<file path="config.mk">
export PLATFORM = sky130hd
export DESIGN_NAME = ym3438_detune_pipe
export DESIGN_NICKNAME = d
export VERILOG_FILES = /design/src/rtl/ym3438_detune_pipe.sv
export SDC_FILE = /design/constraint.sdc
export NUM_CORES = 1
export LEC_CHECK = 0
export BUFFER_PORTS_ARGS = -buffer_cell sky130_fd_sc_hd__buf_2
export CAP_MARGIN = 10
export CORE_UTILIZATION = 53
export DETAILED_ROUTE_END_ITERATION = 6
export PLACE_DENSITY_LB_ADDON = 0.05
export SLEW_MARGIN = 20
export SYNTH_ARGS = -nofsm -noshare
export SYNTH_HDL_FRONTEND = slang
export SYNTH_SLANG_ARGS = --single-unit
export TNS_END_PERCENT = 50
</file>
<file path="constraint.sdc">
create_clock -name MCLK -period 2.89 [get_ports MCLK]
set_clock_uncertainty 0.1 [all_clocks]
set_input_delay 0.4335 -clock MCLK [delete_from_list [all_inputs] [get_ports MCLK]]
set_output_delay 0.4335 -clock MCLK [all_outputs]
set_load 0.05 [all_outputs]
</file>
<file path="src/rtl/ym3438_detune_pipe.sv">
// Time-multiplexed FM operator detune: c1 samples a slot into an input latch,
// and each c2 advances a 3-stage pipeline producing the detuned phase increment.
module ym3438_detune_pipe #(
    parameter int SLOTS     = 24,
    parameter int FW        = 17,
    parameter int MAG_SHIFT = 0,
    parameter int DT_SAT    = 0,
    parameter int SW        = 5
) (
    input  logic          MCLK,
    input  logic          reset_n,
    input  logic          c1,
    input  logic          c2,
    input  logic          sync,
    input  logic [2:0]    dt,
    input  logic [4:0]    kcode,
    input  logic [FW-1:0] freq_in,
    output logic [FW-1:0] freq_out,
    output logic [4:0]    dt_mag,
    output logic          dt_neg,
    output logic [SW-1:0] slot_out
);

    typedef struct packed {
        logic [2:0]    dt;
        logic [4:0]    kcode;
        logic [FW-1:0] freq;
        logic          sync;
    } smp_t;

    typedef struct packed {
        logic [2:0]    dt;
        logic [4:0]    kcode;
        logic [FW-1:0] freq;
        logic [SW-1:0] tag;
    } s1_t;

    typedef struct packed {
        logic          neg;
        logic [4:0]    mag;
        logic [FW-1:0] freq;
        logic [SW-1:0] tag;
    } s2_t;

    function automatic logic [SW-1:0] slot_inc(input logic [SW-1:0] s);
        return (s == SW'(SLOTS - 1)) ? '0 : s + 1'b1;
    endfunction

    // c2 has priority: a c1 coinciding with c2 is dropped.
    logic cap, adv;
    assign adv = c2;
    assign cap = c1 & ~c2;

    smp_t          in_q;
    s1_t           s1_q;
    s2_t           s2_q;
    logic [SW-1:0] slot_cnt;
    logic [SW-1:0] tag_now;

    always_ff @(posedge MCLK or negedge reset_n) begin
        if (!reset_n) begin
            in_q <= '0;
        end else if (cap) begin
            in_q.dt    <= dt;
            in_q.kcode <= kcode;
            in_q.freq  <= freq_in;
            in_q.sync  <= sync;
        end
    end

    // A latched sync tags this slot as 0 and the counter carries on from 1.
    assign tag_now = in_q.sync ? '0 : slot_cnt;

    always_ff @(posedge MCLK or negedge reset_n) begin
        if (!reset_n) begin
            s1_q     <= '0;
            slot_cnt <= '0;
        end else if (adv) begin
            s1_q.dt    <= in_q.dt;
            s1_q.kcode <= in_q.kcode;
            s1_q.freq  <= in_q.freq;
            s1_q.tag   <= tag_now;
            slot_cnt   <= slot_inc(tag_now);
        end
    end

    // Stage 2: detune magnitude from DT amount and key code
    logic       amt_nz;
    logic [4:0] s5;
    logic [1:0] lo2;
    logic [3:0] sh;
    logic [2:0] idx;
    logic [3:0] m;
    logic [4:0] mag_full;
    logic [4:0] mag_c;

    always_comb begin
        amt_nz   = s1_q.dt[1] | s1_q.dt[0];
        s5       = 5'd1
                 + {1'b0, amt_nz, 1'b0, s1_q.dt[1], s1_q.dt[1] & s1_q.dt[0]}
                 + {2'b00, s1_q.kcode[4:2]};
        lo2      = (s1_q.kcode[4:2] == 3'd7) ? 2'd0 : s1_q.kcode[1:0];
        sh       = s5[4:1];
        idx      = {s5[0], lo2};
        m        = 4'd0;
        case (idx)
            3'd0: m = 4'd0;
            3'd1: m = 4'd1;
            3'd2: m = 4'd3;
            3'd3: m = 4'd4;
            3'd4: m = 4'd6;
            3'd5: m = 4'd8;
            3'd6: m = 4'd11;
            3'd7: m = 4'd13;
            default: m = 4'd0;
        endcase
        mag_full = {1'b1, m};
        mag_c    = 5'd0;
        if (amt_nz && sh >= 4'd5 && sh <= 4'd9)
            mag_c = mag_full >> (4'd9 - sh);
    end

    always_ff @(posedge MCLK or negedge reset_n) begin
        if (!reset_n) begin
            s2_q <= '0;
        end else if (adv) begin
            s2_q.neg  <= s1_q.dt[2];
            s2_q.mag  <= mag_c;
            s2_q.freq <= s1_q.freq;
            s2_q.tag  <= s1_q.tag;
        end
    end

    // Stage 3: apply scaled detune, wrapping or clamping on negative underflow
    logic [FW-1:0] d_ext;
    logic [FW-1:0] sum_w;
    logic [FW-1:0] diff_w;
    logic          under;
    logic [FW-1:0] res;

    always_comb begin
        d_ext  = {{(FW-5){1'b0}}, s2_q.mag} << MAG_SHIFT;
        sum_w  = s2_q.freq + d_ext;
        diff_w = s2_q.freq - d_ext;
        under  = s2_q.freq < d_ext;
        res    = sum_w;
        if (s2_q.neg) begin
            if ((DT_SAT != 0) && under)
                res = '0;
            else
                res = diff_w;
        end
    end

    always_ff @(posedge MCLK or negedge reset_n) begin
        if (!reset_n) begin
            freq_out <= '0;
            dt_mag   <= '0;
            dt_neg   <= 1'b0;
            slot_out <= '0;
        end else if (adv) begin
            freq_out <= res;
            dt_mag   <= s2_q.mag;
            dt_neg   <= s2_q.neg & (s2_q.mag != 5'd0);
            slot_out <= s2_q.tag;
        end
    end

endmodule

</file>
==> results of run 1 <==
## how the worst min path moves through the flow
| stage | start | to | slack [ps] | depth (start not counted) |
|---|---|---|---|---|
| 2_1_floorplan | reset_n | d_ext[0] | 40 | 0 |
| 3_3_place_gp | freq_out[0] | freq_out[0] | 360 | 2 |
| 3_5_place_dp | s1_q[3] | s1_q[3] | 370 | 2 |
| 4_1_cts | kcode[3] | in_q[21] | 7 | 2 |
| 5_1_grt | freq_in[6] | in_q[7] | 4 | 2 |
| 6_report | freq_in[11] | in_q[12] | 30 | 2 |
## registers in the layout, summed over array words and instances (netlist names)
| signal | cells |
|---|---|
| slot_out | 5 |
| d_ext | 5 |
| dt_neg | 1 |
| slot_cnt | 5 |
| dt_mag | 5 |
| s1_q | 30 |
| freq_out | 17 |
| s2_q | 23 |
| in_q | 26 |
## through the flow
| step | hold WS, ps | area, sq um |
|---|---|---|
| 6_report | 33.0 | 7230 |
| 3_3_place_gp | 363 | 6300 |
| 3_5_place_dp | 369 | 6300 |
| 4_1_cts | 6.96 | 7020 |
| 2_1_floorplan | 37.9 | 5640 |
| 5_1_grt | 4.32 | 7230 |
## power breakdown
group          total [mW]  switching [mW]  leakage, nW  internal (mW)
clock network        2.09           0.701        0.293           1.39
logic                4.71            2.56         1.56           2.16
registers            2.37           0.268         1.42           2.11
total                9.18            3.52         3.27           5.66
## layout make-up
type | count | share of cell area
clock inverter | 9 | 0.0173
clock buffer | 22 | 0.0655
multi-input combinational | 304 | 0.381
timing repair buffer | 103 | 0.0932
tap | 136 | 0.0235
inverter | 27 | 0.0140
sequential | 117 | 0.405
## what timing repair did
action / 4_1_cts / 5_1_grt
pin swaps: 9 / 17
endpoints found under the hold margin: 48 / 0
hold buffers: 2 / 0
gates resized for setup: 14 / 32
endpoints found under the setup margin: 6 / 10
setup buffers: 4 / 7
## logic make-up (layout without fill, tap and decap cells)
kind of cell,after synthesis,in the layout,share of synthesized area
muxes,95,95,0.190
buffers and inverters,45,161,0.0305
xor gates and xnor gates,16,16,0.0249
AOI/OAI and AO/OA,93,93,0.108
DFF,117,117,0.520
and+or+nand+nor,72,72,0.0616
adders and majority gates,28,28,0.0649
## synthesized netlist by cell type, drive strengths merged, types with 2 or more instances
| cell type | count |
|---|---|
| o21a | 7 |
| nor2 | 14 |
| a21o | 5 |
| ha | 26 |
| xnor2 | 11 |
| inv | 26 |
| nand2 | 28 |
| and3 | 2 |
| a211oi | 2 |
| nand4 | 2 |
| nor2b | 9 |
| o31a | 2 |
| xor2 | 5 |
| and2 | 2 |
| clkbuf | 8 |
| o22ai | 5 |
| o32ai | 2 |
| a31oi | 3 |
| o31ai | 4 |
| a21oi | 23 |
| nor3 | 3 |
| o311ai | 2 |
| mux2i | 2 |
| nand3 | 4 |
| o21ai | 27 |
| dfrtp | 117 |
| mux2 | 93 |
| fa | 2 |
| buf | 10 |
| a41o | 3 |
| or3 | 2 |
## per-layer routing
| metal | track usage | vias to the layer above | wire length [microns] |
|---|---|---|---|
| met2 | 0.363 | 60 | 5560 |
| met3 | 0.0692 | 22 | 369 |
| li1 | - | 1878 | - |
| met5 | 0 | - | 0 |
| met1 | 0.280 | 1911 | 5070 |
| met4 | 0.0905 | 0 | 217 |
## worst register-to-register path, stage by stage, from the launching register on
cell      delay (ps)
dfrtp_1          400
nand2_2           90
ha_4             170
fa_2             360
xnor2_2          170
inv_2             80
ha_4             160
or4_4            480
a21boi_2         150
o221ai_2         110
or2_4            280
o32ai_2          190
==> results.sh, run 1 <==
export IMPL_drive_above_1_share=0.448
export IMPL_cts_root_buf="clkbuf_8"
export IMPL_routabilityCongestion=0.862
export IMPL_viasPerCell=5.39
export IMPL_powerDensity_nw_per_um2=1270
export IMPL_grt_usage=0.224
export IMPL_startpoint_type="flop"
export IMPL_n_fill_cell=747
export IMPL_cp_required_ps=3230
export IMPL_period_needed_ps=2830
export IMPL_final_nets=628
export IMPL_synth_top_area_cell="dfrtp_1"
export IMPL_ir_worst_vdd_uv=795
export IMPL_endpoint="d_ext[4]"
export IMPL_cp_max_fo=4
export IMPL_synth_top_area_share=0.520
export IMPL_r2r_start="s1_q[28]"
export IMPL_timing_fmax_mhz=354
export IMPL_gr_total_overflow=0
export IMPL_synth_edf_count=0
export IMPL_numClockSinks=117
export IMPL_worstPathCellList="nand2_2 -> ha_4 -> fa_2 -> xnor2_2 -> inv_2 -> ha_4 -> or4_4 -> a21boi_2 -> o221ai_2 -> or2_4 -> o32ai_2"
export IMPL_syn_to_final_growth_pct=28.4
export IMPL_critPathTopFamily="simple AND/OR/NAND/NOR gates"
export IMPL_multiInputGateArea_sq_um=2760
export IMPL_instances_no_fill=718
export IMPL_clk_pin_slew_ps=60
export IMPL_path_class="reg -> reg"
export IMPL_wl_per_cell_microns=15.6
export IMPL_grt_max_degree=50
export IMPL_drt_pass1_iterations=4
export IMPL_cts_buffer_depth=2
export IMPL_register_area_sq_um=2930
export IMPL_cp_slowest_stage_delay_ps=480
export IMPL_synth_area_top_cells="dfrtp_1, mux2_2, ha_1"
export IMPL_syn_nets=524
export IMPL_r2r_setup_slack_ps=60
export IMPL_worst_pin_slew_ps=660
export IMPL_setup_tns_ps=0
export IMPL_path_depth=11
export IMPL_synth_main_ff_cell="dfrtp_1"
export IMPL_num_vias=3871
export IMPL_hp_class="in -> reg"
export IMPL_cts_buffers=17
export IMPL_slew_headroom=0.560
export IMPL_drv_slew=0
export IMPL_core_area_sq_um=10300
export IMPL_final_common_cell="dfrtp_1"
export IMPL_placedCellCount=674
export IMPL_fp_dieW_microns=105
export IMPL_wirelength_mm=11.2
export IMPL_drtIter0Drc=166
export IMPL_critPathBufInv=1
export IMPL_place_ws_ps=-86.3
export IMPL_diodes=0
export IMPL_outcome="finished, final reports clean"
export IMPL_ys_warn_count=0
export IMPL_crit_arrival_ps=3170
export IMPL_synth_cells=466
export IMPL_syn_avg_cell_area_sq_um=12.1
export IMPL_cellLeakagePower_nw=3.27
export IMPL_pin_count=58
export IMPL_critPathCaptureType="flop"
export IMPL_postLayoutCoreUtil=0.700
export IMPL_die_h_microns=105
export IMPL_cp_slowest_cell="or4_4"
export IMPL_total_power_mw=9.18
export IMPL_ff2ff_path_depth=11
export IMPL_clock_latency_ps=530
export IMPL_rr_endpoint="d_ext[4]"
export IMPL_die_area_sq_um=11000
export IMPL_dpl_hpwl_mm=7.62
export IMPL_layout_common_cells="dfrtp_1, mux2_2, buf_2"
export IMPL_initial_utilization=0.545
export IMPL_grt_pass1_vias=3863
export IMPL_cts_tree="done"
export IMPL_crit_path_start="s1_q[28]"
export IMPL_synthesis_area_sq_um=5630
export IMPL_rsz0062_at_grt="yes"
export IMPL_crit_top_cell="ha_4"
export IMPL_drcViolationCount=0
export IMPL_ys_async_sr_fraction=1.00
export IMPL_rows=37
export IMPL_antenna_found_initial=0
export IMPL_fin_ws_ps=61.5
export IMPL_port_buffers=57
export IMPL_post_route_period_util=0.979
export IMPL_finalHoldViolations=0
export IMPL_synth_distinct_cells=51
export IMPL_cap_violations=0
export IMPL_h_tree_depth=4
export IMPL_grt_first_pass_wirelength_mm=18.9
export IMPL_synth_seq_cells=117
export IMPL_ys_seq_area_frac=0.520
export IMPL_postRouteAntennaNets=0
export IMPL_setup_viol=0
Power figures use the tool's default switching activity.
==> inputs of run 2 (changes only) <==
CELL_PAD_IN_SITES_DETAIL_PLACEMENT = 2   (was default)
CELL_PAD_IN_SITES_GLOBAL_PLACEMENT = 2   (was default)
CORE_UTILIZATION = 36   (was 53)
==> run 2 against run 1 <==
  * Total power grew 3.4%
  * Combinational power grew 4.9%
  * Via count grew 3.8%
  * Critical path type unchanged
==> results.sh, run 2 (synthesized netlist as in run 1, its figures left out) <==
export IMPL_p_int_mw=5.63
export IMPL_crit_top_cell="ha_4"
export IMPL_critPathCaptureType="flop"
export IMPL_hp_class="in -> reg"
export IMPL_routabilityCongestion=0.804
export IMPL_grt_pass1_vias=4483
export IMPL_powerDensity_nw_per_um2=1300
export IMPL_worstPathCellList="nand2_2 -> ha_4 -> fa_2 -> xnor2_2 -> inv_2 -> ha_4 -> or4_4 -> a21boi_2 -> o221ai_2 -> or2_4 -> o32ai_2"
export IMPL_rsz0062_at_grt="yes"
export IMPL_cap_violations=0
export IMPL_wl_met2_mm=7.47
export IMPL_fin_ws_ps=17.1
export IMPL_swShare=0.408
export IMPL_final_nets=633
export IMPL_hp_start="sync"
export IMPL_finalHoldWorstSlack_ps=136
export IMPL_top_layer_used="met4"
export IMPL_clockPowerShare=0.226
export IMPL_p_seq_frac=0.254
export IMPL_fp_dieW_microns=127
export IMPL_wirelength_mm=14.9
export IMPL_met1Wirelength_mm=6.90
export IMPL_pin_count=58
export IMPL_min_to="in_q[0]"
export IMPL_drtIter0Drc=142
export IMPL_postRouteAntennaNets=0
export IMPL_finalHoldViolations=0
export IMPL_viasPerCell=5.18
export IMPL_dpl_hpwl_mm=10.4
export IMPL_cp_required_ps=3110
export IMPL_path_class="reg -> reg"
export IMPL_r2r_start="s1_q[28]"
export IMPL_period_needed_ps=2870
export IMPL_cp_slowest_stage_delay_ps=470
export IMPL_r2r_setup_slack_ps=20
export IMPL_slew_headroom=0.583
export IMPL_cts_buffers=17
export IMPL_die_h_microns=127
export IMPL_h_tree_depth=4
export IMPL_ir_worst_vdd_uv=540
export IMPL_final_common_cell="dfrtp_1"
export IMPL_die_area_sq_um=16100
export IMPL_rows=45
export IMPL_grt_usage=0.199
export IMPL_grt_max_degree=51
export IMPL_diodes=0
export IMPL_cellLeakagePower_nw=3.30
export IMPL_top_register="s1_q"
export IMPL_place_ws_ps=-96.4
export IMPL_cp_slowest_cell="or4_4"
export IMPL_cts_root_buf="clkbuf_16"
export IMPL_crit_arrival_ps=3100
export IMPL_layout_common_cells="dfrtp_1, mux2_2, buf_2"
export IMPL_drt_pass1_iterations=4
export IMPL_holdPathStages=3
export IMPL_worst_pin_slew_ps=626
export IMPL_core_area_sq_um=15200
export IMPL_syn_to_final_growth_pct=29.8
export IMPL_initial_utilization=0.370
export IMPL_numClockSinks=117
export IMPL_cts_buffer_depth=2
export IMPL_antenna_found_initial=0
export IMPL_rr_endpoint="d_ext[3]"
export IMPL_outcome="finished, final reports clean"
export IMPL_gr_total_overflow=0
export IMPL_cts_tree="done"
export IMPL_cp_max_fo=4
export IMPL_post_route_period_util=0.994
export IMPL_power_switching_mw=3.87
export IMPL_drcViolationCount=0
export IMPL_port_buffers=57
export IMPL_drive_above_1_share=0.463
export IMPL_drv_slew=0
export IMPL_timing_fmax_mhz=348
export IMPL_setup_viol=0
export IMPL_postPlaceCellArea_sq_um=6380
export IMPL_reg_top3="s1_q x30, in_q x26, s2_q x23"
export IMPL_clock_latency_ps=420
export IMPL_wl_per_cell_microns=19.2
export IMPL_ff2ff_path_depth=11
export IMPL_grt_first_pass_wirelength_mm=24.1
export IMPL_dr_wl_met3_microns=329
export IMPL_num_vias=4019
export IMPL_finalInstanceArea_sq_um=7300
export IMPL_comb_power_share=0.520
export IMPL_clk_pin_slew_ps=60
export IMPL_startpoint_type="flop"
export IMPL_largest_reg_flops=30
## run 2: cell count changes in the layout (fill, tap and decap cells not counted), sizes merged
cell / delta
bufinv: -1
clkbuf: -4
dlygate4sd3: -1
buf: +6
inv: +6
clkinvlp: +1
clkinv: -1
## run 2: power by group through the flow
stage | Combinational (mW) | Clock, mW | Sequential [mW]
5_1_grt | 5.37 | 2.27 | 2.48
3_3_place_gp | 4.27 | 0 | 2.40
4_1_cts | 4.66 | 2.20 | 2.42
6_report | 4.94 | 2.14 | 2.41
3_5_place_dp | 4.41 | 0 | 2.44
2_1_floorplan | 2.37 | 0 | 2.93
## run 2: cell type report
cell class              instances  area [sq um]
inverters                      27           101
well taps                     188           235
repair buffers                108           696
flip-flops and latches        117          2930
fillers                      1534          7900
clock buffers                  18           439
clock inverters                14           166
multi-input cells             304          2740
## run 2: timing repair
action | CTS | global route
endpoints found under the hold margin | 35 | 0
resized for setup | 22 | 22
hold buffers | 1 | 0
setup endpoints to repair | 12 | 15
setup buffers | 5 | 8
pin swaps | 12 | 21
## run 2: critical path: cells and delay by family (launching register included)
| kind | cells | cell delay [ps] |
|---|---|---|
| AND/OR/NAND/NOR | 3 | 850 |
| AO/OA/AOI/OAI | 3 | 480 |
| adder cells (fa/ha/maj) | 3 | 710 |
| buffers and inverters | 1 | 80 |
| flip-flops | 1 | 380 |
| XOR/XNOR | 1 | 170 |
## run 2: worst max-delay path by stage
stage                        end      from
floorplan               d_ext[3]  s1_q[28]
global placement    freq_out[16]  d_ext[0]
detailed placement  freq_out[15]  d_ext[1]
CTS                     d_ext[3]  s1_q[27]
global route            d_ext[3]  s1_q[28]
finish                  d_ext[3]  s1_q[28]
## run 2: metal layers
metal | vias to the layer above | GRT usage
met5 | - | 0
met2 | 57 | 0.339
met3 | 16 | 0.0369
li1 | 1888 | -
met4 | 0 | 0.0756
met1 | 2058 | 0.251
## run 2: through the flow
| stage | utilization | total power [mW] | TNS, ps | cells |
|---|---|---|---|---|
| 4_1_cts | 0.470 | 9.28 | -93.2 | 768 |
| 3_3_place_gp | 0.420 | 6.67 | -9.33 | 730 |
| 6_report | 0.480 | 9.50 | 0 | 776 |
| 3_5_place_dp | 0.420 | 6.84 | -428 | 730 |
| 2_1_floorplan | - | 5.31 | 0 | 466 |
| 5_1_grt | 0.480 | 10.1 | -229 | 776 |
==> inputs of run 3 (changes only) <==
ABC_AREA = 0   (was default)
CORE_UTILIZATION = 43   (was 36)
clock period = 3.5 ns   (was 2.89 ns; I/O delays follow)
==> run 3 against run 2 <==
  * Sequential share of layout area grew 3.3 points
  * Via count fell by 4.2%
  * Wire length down 0.11%
  * Maximum frequency down 12%
  * Worst hold slack got worse by 71 ps
  * Critical path depth increased by 2
  * Total power is 25% lower
  * Clock power fell by 15%
  * Cell count is 8.1% lower
  * Sequential cell count stayed put
  * Die area shrank 16%
  * Register-to-register slack better by 210 ps
==> results.sh, run 3 (synthesized netlist as in run 1, its figures left out) <==
export IMPL_ir_worst_vdd_uv=748
export IMPL_initial_utilization=0.444
export IMPL_cap_violations=0
export IMPL_timing_fmax_mhz=306
export IMPL_worstPathCellList="inv_1 -> ha_1 -> and2_1 -> ha_1 -> nor2_1 -> inv_1 -> ha_1 -> a21oi_1 -> o21ai_0 -> a31o_2 -> a31oi_4 -> a2111oi_0 -> or3_1"
export IMPL_critPathTopFamily="compound AO/OA/AOI/OAI gates"
export IMPL_final_nets=588
export IMPL_postRouteAntennaNets=0
export IMPL_cp_slowest_stage_delay_ps=410
export IMPL_grt_pass1_vias=4433
export IMPL_drt_pass1_iterations=4
export IMPL_routabilityCongestion=0.797
export IMPL_drtIter0Drc=111
export IMPL_critPathCaptureType="flop"
export IMPL_grt_first_pass_wirelength_mm=24.2
export IMPL_register_area_sq_um=2930
export IMPL_swShare=0.409
export IMPL_cp_slowest_cell="dfrtp_1"
export IMPL_cp_required_ps=3690
export IMPL_worst_pin_slew_ps=729
export IMPL_drv_slew=0
export IMPL_n_fill_cell=1231
export IMPL_gr_total_overflow=0
export IMPL_setup_tns_ps=0
export IMPL_die_area_sq_um=13500
export IMPL_wl_per_cell_microns=20.9
export IMPL_ff2ff_path_depth=13
export IMPL_cts_buffer_depth=2
export IMPL_gr_usage_met2=0.426
export IMPL_powerDensity_nw_per_um2=1060
export IMPL_crit_top_cell="ha_1"
export IMPL_rr_endpoint="freq_out[15]"
export IMPL_cts_root_buf="clkbuf_16"
export IMPL_place_ws_ps=15.1
export IMPL_grt_usage=0.247
export IMPL_cellLeakagePower_nw=3.05
export IMPL_fp_dieW_microns=116
export IMPL_cts_tree="done"
export IMPL_hp_class="in -> async"
export IMPL_period_needed_ps=3270
export IMPL_pin_count=58
export IMPL_port_buffers=57
export IMPL_path_class="reg -> reg"
export IMPL_core_area_sq_um=12700
export IMPL_reg_top3="s1_q x30, in_q x26, s2_q x23"
export IMPL_final_common_cell="dfrtp_1"
export IMPL_startpoint_type="flop"
export IMPL_total_power_mw=7.15
export IMPL_drcViolationCount=0
export IMPL_cp_max_fo=6
export IMPL_crit_arrival_ps=3460
export IMPL_p_seq_frac=0.282
export IMPL_outcome="finished, final reports clean"
export IMPL_p_int_mw=4.23
export IMPL_critPathBufInv=2
export IMPL_post_route_period_util=0.934
export IMPL_top_register="s1_q"
export IMPL_largest_reg_flops=30
export IMPL_numClockSinks=117
export IMPL_syn_to_final_growth_pct=19.9
export IMPL_viasPerCell=5.40
export IMPL_multiInputGateArea_sq_um=2540
export IMPL_fin_ws_ps=232
export IMPL_grt_met1_usage=0.295
export IMPL_wirelength_mm=14.9
export IMPL_use_met3=0.0659
export IMPL_h_tree_depth=4
export IMPL_die_h_microns=116
export IMPL_clockPowerShare=0.254
export IMPL_r2r_setup_slack_ps=230
export IMPL_finalHoldViolations=0
export IMPL_antenna_found_initial=0
export IMPL_slew_headroom=0.514
export IMPL_cts_hold_buf=0
export IMPL_setup_viol=0
export IMPL_r2r_start="d_ext[1]"
export IMPL_comb_power_share=0.463
export IMPL_diodes=0
export IMPL_dpl_hpwl_mm=9.50
export IMPL_power_switching_mw=2.92
export IMPL_cts_buffers=17
export IMPL_grt_max_degree=64
export IMPL_top_usage_layer="met2"
export IMPL_rsz0062_at_grt="no"
export IMPL_rows=41
export IMPL_layout_common_cells="dfrtp_1, mux2_2, buf_2"
export IMPL_clk_pin_slew_ps=50
export IMPL_num_vias=3850
export IMPL_clock_latency_ps=420
export IMPL_drive_above_1_share=0.357
run 3: cell count changes in the layout (fill, tap and decap cells not counted), sizes merged:
cell,before,now
bufinv,2,4
inv,32,26
clkbuf,18,21
clkinv,4,6
clkinvlp,3,0
buf,107,63
dlygate4sd3,1,0
run 3: worst max-delay path by stage:
stage | slack, ps | to | depth (start not counted) | startpoint
floorplan | 480 | d_ext[3] | 11 | s1_q[28]
global placement | 290 | d_ext[3] | 11 | s1_q[28]
detailed placement | 20 | d_ext[4] | 11 | s1_q[28]
CTS | 80 | d_ext[4] | 11 | s1_q[28]
global route | 6 | freq_out[15] | 13 | d_ext[1]
finish | 230 | freq_out[15] | 13 | d_ext[1]
run 3: power groups by stage:
stage               logic (mW)  clock network, mW  registers, mW
floorplan                 1.95                  0           2.42
global placement          3.08                  0           1.99
detailed placement        3.20                  0           2.03
CTS                       3.33               1.86           2.02
global route              3.63               1.91           2.07
finish                    3.31               1.82           2.02
run 3: repair_timing:
item	4_1_cts	5_1_grt
pin swaps	0	1
endpoints found under the setup margin	2	5
setup buffers	0	1
gates resized for setup	1	3
run 3: area by class of cell:
cell class / count / area share
clock inverters: 9 / 0.0226
multi-input cells: 304 / 0.376
clock buffers: 21 / 0.0683
well taps: 172 / 0.0319
repair buffers: 63 / 0.0516
flip-flops and latches: 117 / 0.434
inverters: 27 / 0.0150
run 3: through the flow:
| step | utilization | cells | hold slack (ps) | cell area [sq um] |
|---|---|---|---|---|
| global route | 0.532 | 713 | 101 | 6750 |
| detailed placement | 0.482 | 682 | 365 | 6110 |
| CTS | 0.531 | 712 | 71.0 | 6730 |
| global placement | 0.482 | 682 | 371 | 6110 |
| floorplan | - | 466 | 129 | 5630 |
| finish | 0.532 | 713 | 64.8 | 6750 |
run 3: metal layers:
layer,vias up,part of all wire
met1,1974,0.45
met5,-,0
li1,1791,-
met4,0,0.014
met3,19,0.030
met2,66,0.51
